[config.mk]
export PLATFORM = sky130hd
export DESIGN_NAME = unidad_multiciclo
export DESIGN_NICKNAME = d
export VERILOG_FILES = /design/src/rtl/unidad_multiciclo.sv
export SDC_FILE = /design/constraint.sdc
export NUM_CORES = 1
export LEC_CHECK = 0
export ABC_CLOCK_PERIOD_IN_PS = 4300
export CAP_MARGIN = 10
export CORE_MARGIN = 2
export CORE_UTILIZATION = 51
export CTS_BUF_LIST = sky130_fd_sc_hd__clkbuf_8
export CTS_CLUSTER_SIZE = 40
export DETAILED_ROUTE_END_ITERATION = 7
export PLACE_DENSITY = 0.95
export SYNTH_ARGS = -nofsm -noshare
export SYNTH_HDL_FRONTEND = slang
export SYNTH_SLANG_ARGS = --single-unit
export TNS_END_PERCENT = 1
[constraint.sdc]
create_clock -name clk -period 4.3 [get_ports clk]
set_input_delay 0.645 -clock clk [delete_from_list [all_inputs] [get_ports clk]]
set_output_delay 0.645 -clock clk [all_outputs]
set_load 0.005 [all_outputs]
[src/rtl/unidad_multiciclo.sv]
// ---------------------------------------------------------------------------
// unidad_multiciclo
//   Multi-cycle MIPS control unit. A Moore FSM walks each instruction through
//   FETCH / DECODE / EXEC / MEM / WB and drives the datapath control lines.
//   Memory accesses (FETCH, MEMRD, MEMWR) wait on a variable-latency memory
//   through mem_ready. A wait counter aborts to ERROR if the memory stalls too
//   long. An illegal opcode also sends the unit to ERROR, which is sticky
//   until reset.
//
// Parameters
//   ALOP_W       width of alop (encodings zero-extended)
//   MEM_TIMEOUT  consecutive not-ready cycles tolerated; 0 disables timeout
//
// Ports
//   clk        rising-edge clock
//   reset      asynchronous active-high reset
//   op         opcode from the instruction register
//   mem_ready  memory finishes the current access this cycle
//   regdst     1 = write rd, 0 = write rt
//   branch     PC conditional write (beq)
//   jump       PC load from jump target
//   memread    memory read request
//   memreg     writeback data from memory data register
//   memwrite   memory write request
//   alusrc     ALU B operand is the sign-extended immediate
//   regwrite   register file write enable
//   alop       000 add, 001 sub, 111 R-type
//   pcwrite    PC <= PC+4 (fetch completes)
//   irwrite    instruction register load
//   iord       0 = address from PC, 1 = address from ALU out
//   err        sticky error flag
//   state      current state code (debug)
// ---------------------------------------------------------------------------
module unidad_multiciclo #(
  parameter int ALOP_W      = 3,
  parameter int MEM_TIMEOUT = 15
) (
  input  logic              clk,
  input  logic              reset,
  input  logic [5:0]        op,
  input  logic              mem_ready,
  output logic              regdst,
  output logic              branch,
  output logic              jump,
  output logic              memread,
  output logic              memreg,
  output logic              memwrite,
  output logic              alusrc,
  output logic              regwrite,
  output logic [ALOP_W-1:0] alop,
  output logic              pcwrite,
  output logic              irwrite,
  output logic              iord,
  output logic              err,
  output logic [3:0]        state
);

  typedef enum logic [3:0] {
    S_FETCH  = 4'd0,
    S_DECODE = 4'd1,
    S_ADDR   = 4'd2,
    S_MEMRD  = 4'd3,
    S_MEMWB  = 4'd4,
    S_MEMWR  = 4'd5,
    S_EXEC   = 4'd6,
    S_RWB    = 4'd7,
    S_BRANCH = 4'd8,
    S_JUMP   = 4'd9,
    S_IWB    = 4'd10,
    S_ERROR  = 4'd15
  } state_t;

  localparam logic [5:0] OP_R    = 6'b000000;
  localparam logic [5:0] OP_LW   = 6'b100011;
  localparam logic [5:0] OP_SW   = 6'b101011;
  localparam logic [5:0] OP_ADDI = 6'b001000;
  localparam logic [5:0] OP_BEQ  = 6'b000100;
  localparam logic [5:0] OP_J    = 6'b000010;

  localparam logic [ALOP_W-1:0] ALOP_ADD = ALOP_W'(3'b000);
  localparam logic [ALOP_W-1:0] ALOP_SUB = ALOP_W'(3'b001);
  localparam logic [ALOP_W-1:0] ALOP_R   = ALOP_W'(3'b111);

  localparam int CNT_W = (MEM_TIMEOUT > 1) ? $clog2(MEM_TIMEOUT + 1) : 1;
  localparam bit TIMEOUT_EN = (MEM_TIMEOUT > 0);
  // The counter holds the number of not-ready cycles already spent; when it
  // sits at MEM_TIMEOUT-1 and the memory is still not ready, this cycle is
  // the MEM_TIMEOUT-th wait and the unit gives up.
  localparam logic [CNT_W-1:0] WAIT_LAST =
    (MEM_TIMEOUT > 0) ? CNT_W'(MEM_TIMEOUT - 1) : '0;

  state_t           r_state;
  state_t           w_state_next;
  logic [CNT_W-1:0] r_wait;
  logic [CNT_W-1:0] w_wait_next;
  logic             w_mem_state;
  logic             w_timeout;

  assign w_mem_state = (r_state == S_FETCH) || (r_state == S_MEMRD) ||
                       (r_state == S_MEMWR);
  // mem_ready in the same cycle overrides the timeout
  assign w_timeout   = TIMEOUT_EN && w_mem_state && !mem_ready &&
                       (r_wait == WAIT_LAST);

  always_ff @(posedge clk or posedge reset) begin
    if (reset) begin
      r_state <= S_FETCH;
      r_wait  <= '0;
    end else begin
      r_state <= w_state_next;
      r_wait  <= w_wait_next;
    end
  end

  // Next state
  always_comb begin
    w_state_next = r_state;
    case (r_state)
      S_FETCH: begin
        if (mem_ready)      w_state_next = S_DECODE;
        else if (w_timeout) w_state_next = S_ERROR;
      end
      S_DECODE: begin
        case (op)
          OP_R:                   w_state_next = S_EXEC;
          OP_LW, OP_SW, OP_ADDI:  w_state_next = S_ADDR;
          OP_BEQ:                 w_state_next = S_BRANCH;
          OP_J:                   w_state_next = S_JUMP;
          default:                w_state_next = S_ERROR;
        endcase
      end
      S_ADDR: begin
        // op is expected stable since DECODE; anything else is treated as illegal
        case (op)
          OP_LW:   w_state_next = S_MEMRD;
          OP_SW:   w_state_next = S_MEMWR;
          OP_ADDI: w_state_next = S_IWB;
          default: w_state_next = S_ERROR;
        endcase
      end
      S_MEMRD: begin
        if (mem_ready)      w_state_next = S_MEMWB;
        else if (w_timeout) w_state_next = S_ERROR;
      end
      S_MEMWR: begin
        if (mem_ready)      w_state_next = S_FETCH;
        else if (w_timeout) w_state_next = S_ERROR;
      end
      S_MEMWB:  w_state_next = S_FETCH;
      S_EXEC:   w_state_next = S_RWB;
      S_RWB:    w_state_next = S_FETCH;
      S_BRANCH: w_state_next = S_FETCH;
      S_JUMP:   w_state_next = S_FETCH;
      S_IWB:    w_state_next = S_FETCH;
      S_ERROR:  w_state_next = S_ERROR;
      default:  w_state_next = S_ERROR;   // unused codes 11..14
    endcase
  end

  // Wait counter: counts only while parked in a memory state with the memory
  // not ready; leaving or re-entering a memory state starts it from zero.
  always_comb begin
    w_wait_next = '0;
    if (w_mem_state && !mem_ready && (w_state_next == r_state))
      w_wait_next = r_wait + CNT_W'(1);
  end

  // Moore outputs
  always_comb begin
    regdst   = 1'b0;
    branch   = 1'b0;
    jump     = 1'b0;
    memread  = 1'b0;
    memreg   = 1'b0;
    memwrite = 1'b0;
    alusrc   = 1'b0;
    regwrite = 1'b0;
    alop     = ALOP_ADD;
    pcwrite  = 1'b0;
    irwrite  = 1'b0;
    iord     = 1'b0;
    err      = 1'b0;
    case (r_state)
      S_FETCH: begin
        memread = 1'b1;
        pcwrite = mem_ready;
        irwrite = mem_ready;
      end
      S_ADDR: begin
        alusrc = 1'b1;
      end
      S_MEMRD: begin
        memread = 1'b1;
        iord    = 1'b1;
      end
      S_MEMWB: begin
        regwrite = 1'b1;
        memreg   = 1'b1;
      end
      S_MEMWR: begin
        memwrite = 1'b1;
        iord     = 1'b1;
      end
      S_EXEC:   alop = ALOP_R;
      S_RWB: begin
        regwrite = 1'b1;
        regdst   = 1'b1;
      end
      S_BRANCH: begin
        branch = 1'b1;
        alop   = ALOP_SUB;
      end
      S_JUMP:   jump = 1'b1;
      S_IWB:    regwrite = 1'b1;
      S_ERROR:  err = 1'b1;
      default:  ;
    endcase
    // Architectural writes are suppressed while reset is held
    if (reset) begin
      pcwrite  = 1'b0;
      irwrite  = 1'b0;
      regwrite = 1'b0;
      memwrite = 1'b0;
    end
  end

  assign state = r_state;

endmodule

Word-level counts from Yosys, hierarchy flattened. Index checks and enable logic that the tools add are counted.

Register bits after elaboration: 8. Bits in latches: 0. Bits in writable memories: 0. Bits in read-only memories: 0. Output and inout port bits: 19. Logic and storage cells: 57. Memories kept: 0.

Add/sub/neg operators: 1. Multiply operators: 0. Div/mod/pow operators: 0. Magnitude comparators: 0. Equal/unequal tests: 18. Shift-type cells: 0. Muxes and demuxes: 23. Bitwise logic cells: 0. Reductions and logical operators: 13.

Operators with widths (number): 4-bit one-hot mux with 7 select lines (1); 4-bit equality test (second input constant) (5); 4-bit two-way mux (5); 4-bit by 3-bit equality test with 1-bit output (second input constant) (4); 4-bit one-hot mux with 4 select lines (1); 1-bit two-way mux (14); 6-bit equality test (second input constant) (2); 4-bit one-hot mux with 3 select lines (1); 4-bit by 2-bit equality test with 1-bit output (second input constant) (2); 6-bit by 2-bit equality test with 1-bit output (second input constant) (1); 6-bit by 3-bit equality test with 1-bit output (second input constant) (1); 6-bit by 4-bit equality test with 1-bit output (second input constant) (1); 6-bit zero test (1); 3-bit one-hot mux with 2 select lines (1); 3-bit OR reduction (2); 5-bit OR reduction (1); 4-bit by 1-bit adder with 4-bit output (second input constant) (1); 4-bit by 1-bit equality test with 1-bit output (second input constant) (1); 4-bit equality test (1); 4-bit zero test (1); 2-bit OR reduction (2); 1-bit logical AND (3); 1-bit logical OR (2); 1-bit zero test (1).

Longest topological paths before layout.
Word-level depth: 11. Gate-level depth with buffers: 6. Gate-level depth less buffers: 6.

Worst setup path after synthesis. OpenSTA, ideal clock, no wires.

Kind: register to output. Start: register r_state[2], in the netlist state[2]. End: output port alop[0]. Arrival: 1.296 ns. Path slack: 2.359 ns. Stages on the path, launching flop included: 6. Path buffers: 2. Cells stage by stage: dfrtp_1 > buf_2 > clkbuf_1 > nand2b_1 > nor3_1 > or2_2.

Longest elaborated chain between the ends: 2. Elaborated cells on any way between the ends: 3. Classes of those cells: 2 x eq/ne; 1 x mux.

RTL lines: from (decl) (line 92) `state_t r_state;`; from (signal assigned) (line 110) `r_state <= w_state_next;`; 4-bit equality test or 4-bit by 3-bit equality test with 1-bit output (tied branches) (line 183) `case (r_state)`; 3-bit one-hot mux with 2 select lines * (line 183); to (decl) (line 50) `output logic [ALOP_W-1:0] alop,`.

Mark *: on every way between the ends. The rest lies on a longest branch, timed or not.

Final worst setup path.
Start: register r_state[1], in the netlist state[1]. End: output port alop[0].

Same word-level chain as after synthesis.

==> impl_metrics.yaml <==
sta:
  hold_ws_ns: 0.5171
  fin_tns_setup_ns: 0
  worstMarginPinSlew_ns: 0.7146
  relSlewSlack: 0.5236
  period_needed_ns: 2.770
  setup_violations: 0
  slew_violations: 0
  fin_skew_ns: 0.001742
  fin_crit_sh: 0.6443
  hold_violations: 0
  rsz0062_at_grt: "no"
  layout_setup_ws_ns: 1.530
  clock.fmax_mhz: 361.0
power_and_ir_drop:
  combinationalPowerShare: 0.104
  power_mw: 0.1847
  leakagePower_nw: 0.4200
  internal_power_mw: 0.1461
  pwr-share-clk: 0.486
  powerDensity_nw_per_um2: 161.9
  p_seq_frac: 0.410
  vdd_drop_max_mv: 0.1443
  p_sw_frac: 0.2090
  switchingPower_mw: 0.03861
layout:
  final_nets: 142
  fillers: 120
  diodes: 0
  syn_to_final_growth_pct: 32.75
  stdcell_count: 145
  drive_gt1_frac: 0.1163
  multiInputGateArea_um2: 594.3
  ff_latch_area_um2: 200.2
placed_design:
  placed_cells: 142
  gp_congestion: 0.9137
  io_buffers: 27
  place_ws_ns: 1.554
  dp_hpwl_mm: 1.611
critical_path:
  cp_data_arrival_time_ns: 2.13
  required_ns: 3.65
  crit_start: "state[1]"
  critPathKind: "reg2out"
  startpoint_type: "flop"
  crit_fanout: 23
  regToRegSetupSlack_ns: 2.27
  critPathMaxStageDelay_ns: 0.80
  r2r_start: "state[1]"
  worstPathCellList: "nand2_1 > nor2_1 > or2_2 > clkdlybuf4s50_1"
  cp_slowest_cell: "dfrtp_1"
  endpoint_kind: "primary output"
synthesis:
  syn_area_um2: 859.6
  yosysWarnings: 0
  yosysTopAreaCell: "dfrtp_1"
  synth_ff_type: "dfrtp_1"
  synth-seq-cells: 8
  synthCells: 109
  synth.top_cells.by_area: "dfrtp_1 (23%), nor3_1 (5.8%), nand2b_1 (5.1%)"
  synth.net_count: 120
  postSynthAreaPerCell_um2: 7.886
  synth_edf_count: 0
  ys_top_cells_by_count: "nor2_1 (11), nor3_1 (10), dfrtp_1 (8), nand2b_1 (7), a21oi_1 (5)"
  synth.most_common_cell: "nor2_1"
  seq_area_frac_synth: 0.2329
  synth_cell_types: 44
  ys_async_sr_fraction: 1.000
  synth.top_cell.area_share: 0.2329
floorplanning:
  die_x_um: 45.06
  coreArea_um2: 1541
  std_cell_rows: 14
  start_util: 0.5576
  io_pins: 28
  dieHeight_um: 45.06
  die_area_um2: 2030
worst_hold_path:
  hold_class: "reg2reg"
  min_from: "r_wait[0]"
route:
  antenna_left: 0
  vias_per_cell: 6.428
  drc: 0
  wirelength_mm: 2.235
  drt_iter0_markers: 25
  post_drt_wl_per_cell_um: 15.41
  drt_pass1_iterations: 4
  vias: 932
clock_tree:
  clk-insertion-delay-late_ns: 0.23
  htreeDepth: 1
  cts_hold_buffers: 0
  cts_inserted_buffers: 3
  clockBufferDepth: 2
  cts_tree: "built"
  clk_pin_slew_ns: 0.04
  clock-root-buffer: "clkbuf_8"
  cts_resized: 0
  clkSinkCount: 8
  cts_setup_buffers: 0
global_routing:
  antenna_found_initial: 0
  grt_max_degree: 24
  grt-ovfl-total: 0
  grt_pass1_wl_mm: 3.650
  grt_pass1_vias: 835
  track_usage: 0.2452
run_status:
  status: "complete, no violations"
run:
  maxCapViolCount: 0
==> cell families after synthesis <==
logic type,count (synthesis),synth area share
XOR/XNOR,4,0.04076
adder cells (fa/ha/maj),2,0.02911
buffers and inverters,14,0.07568
flip-flops,8,0.2329
multiplexers,2,0.02474
AND/OR/NAND/NOR,52,0.3581
AO/OA/AOI/OAI,27,0.2387
==> metrics by stage <==
stage,instance area [µm²],utilization
3_3_place_gp,1100,0.7135
4_1_cts,1141,0.7403
5_1_grt,1141,0.7403
6_report,1141,0.7403
2_1_floorplan,859.6,-
3_5_place_dp,1100,0.7135
==> layout by cell type, fill, tap and decap left out, types with 2 or more instances in the layout <==
master	instances
clkdlybuf4s50_1	27
nor2_1	11
nor3_1	10
dfrtp_1	8
nand2b_1	7
a21oi_1	5
inv_1	4
and3_1	4
o211ai_1	4
nand3_1	3
o21ai_0	3
xnor2_1	3
clkbuf_8	3
or2_2	2
nand2_1	2
o22ai_1	2
and3b_1	2
nor3_2	2
a31oi_1	2
ha_1	2
==> critical path, delay by kind of cell (launching register included) <==
family | cells | cell delay, ns
flops | 1 | 0.80
simple gates | 3 | 0.61
buf+inv | 1 | 0.49
==> per-layer routing <==
layer	GRT usage	wire [µm]
met1	0.3367	1010
met2	0.3914	1046
met3	0.04000	149
met4	0.08235	29
met5	0	0
==> area by class of cell <==
cell class,instances,area share
Tap cell,16,0.01754
Multi-Input combinational cell,87,0.5208
Inverter,4,0.01316
Sequential cell,8,0.1754
Timing Repair Buffer,27,0.2368
Clock buffer,3,0.03618
==> final timing paths <==
path,endpoint,depth (start not counted)
max in group asynchronous,r_wait[1],2
min,r_wait[0],1
min reg2reg,r_wait[0],1
min in group asynchronous,state[1],2
max reg2reg,state[0],4
max,alop[0],4
==> state kept, by name (all words and copies together) (netlist names) <==
register	count
state	4
r_wait	4
==> power by group through the flow <==
stage / clock network, mW / registers (mW) / logic [mW]
2_1_floorplan: 0 / 0.0767 / 0.00848
3_3_place_gp: 0 / 0.0767 / 0.0186
3_5_place_dp: 0 / 0.0767 / 0.0192
4_1_cts: 0.0898 / 0.0757 / 0.0192
5_1_grt: 0.0923 / 0.0756 / 0.0210
6_report: 0.0897 / 0.0757 / 0.0193
Note: power is estimated with default switching activity, not from simulation.
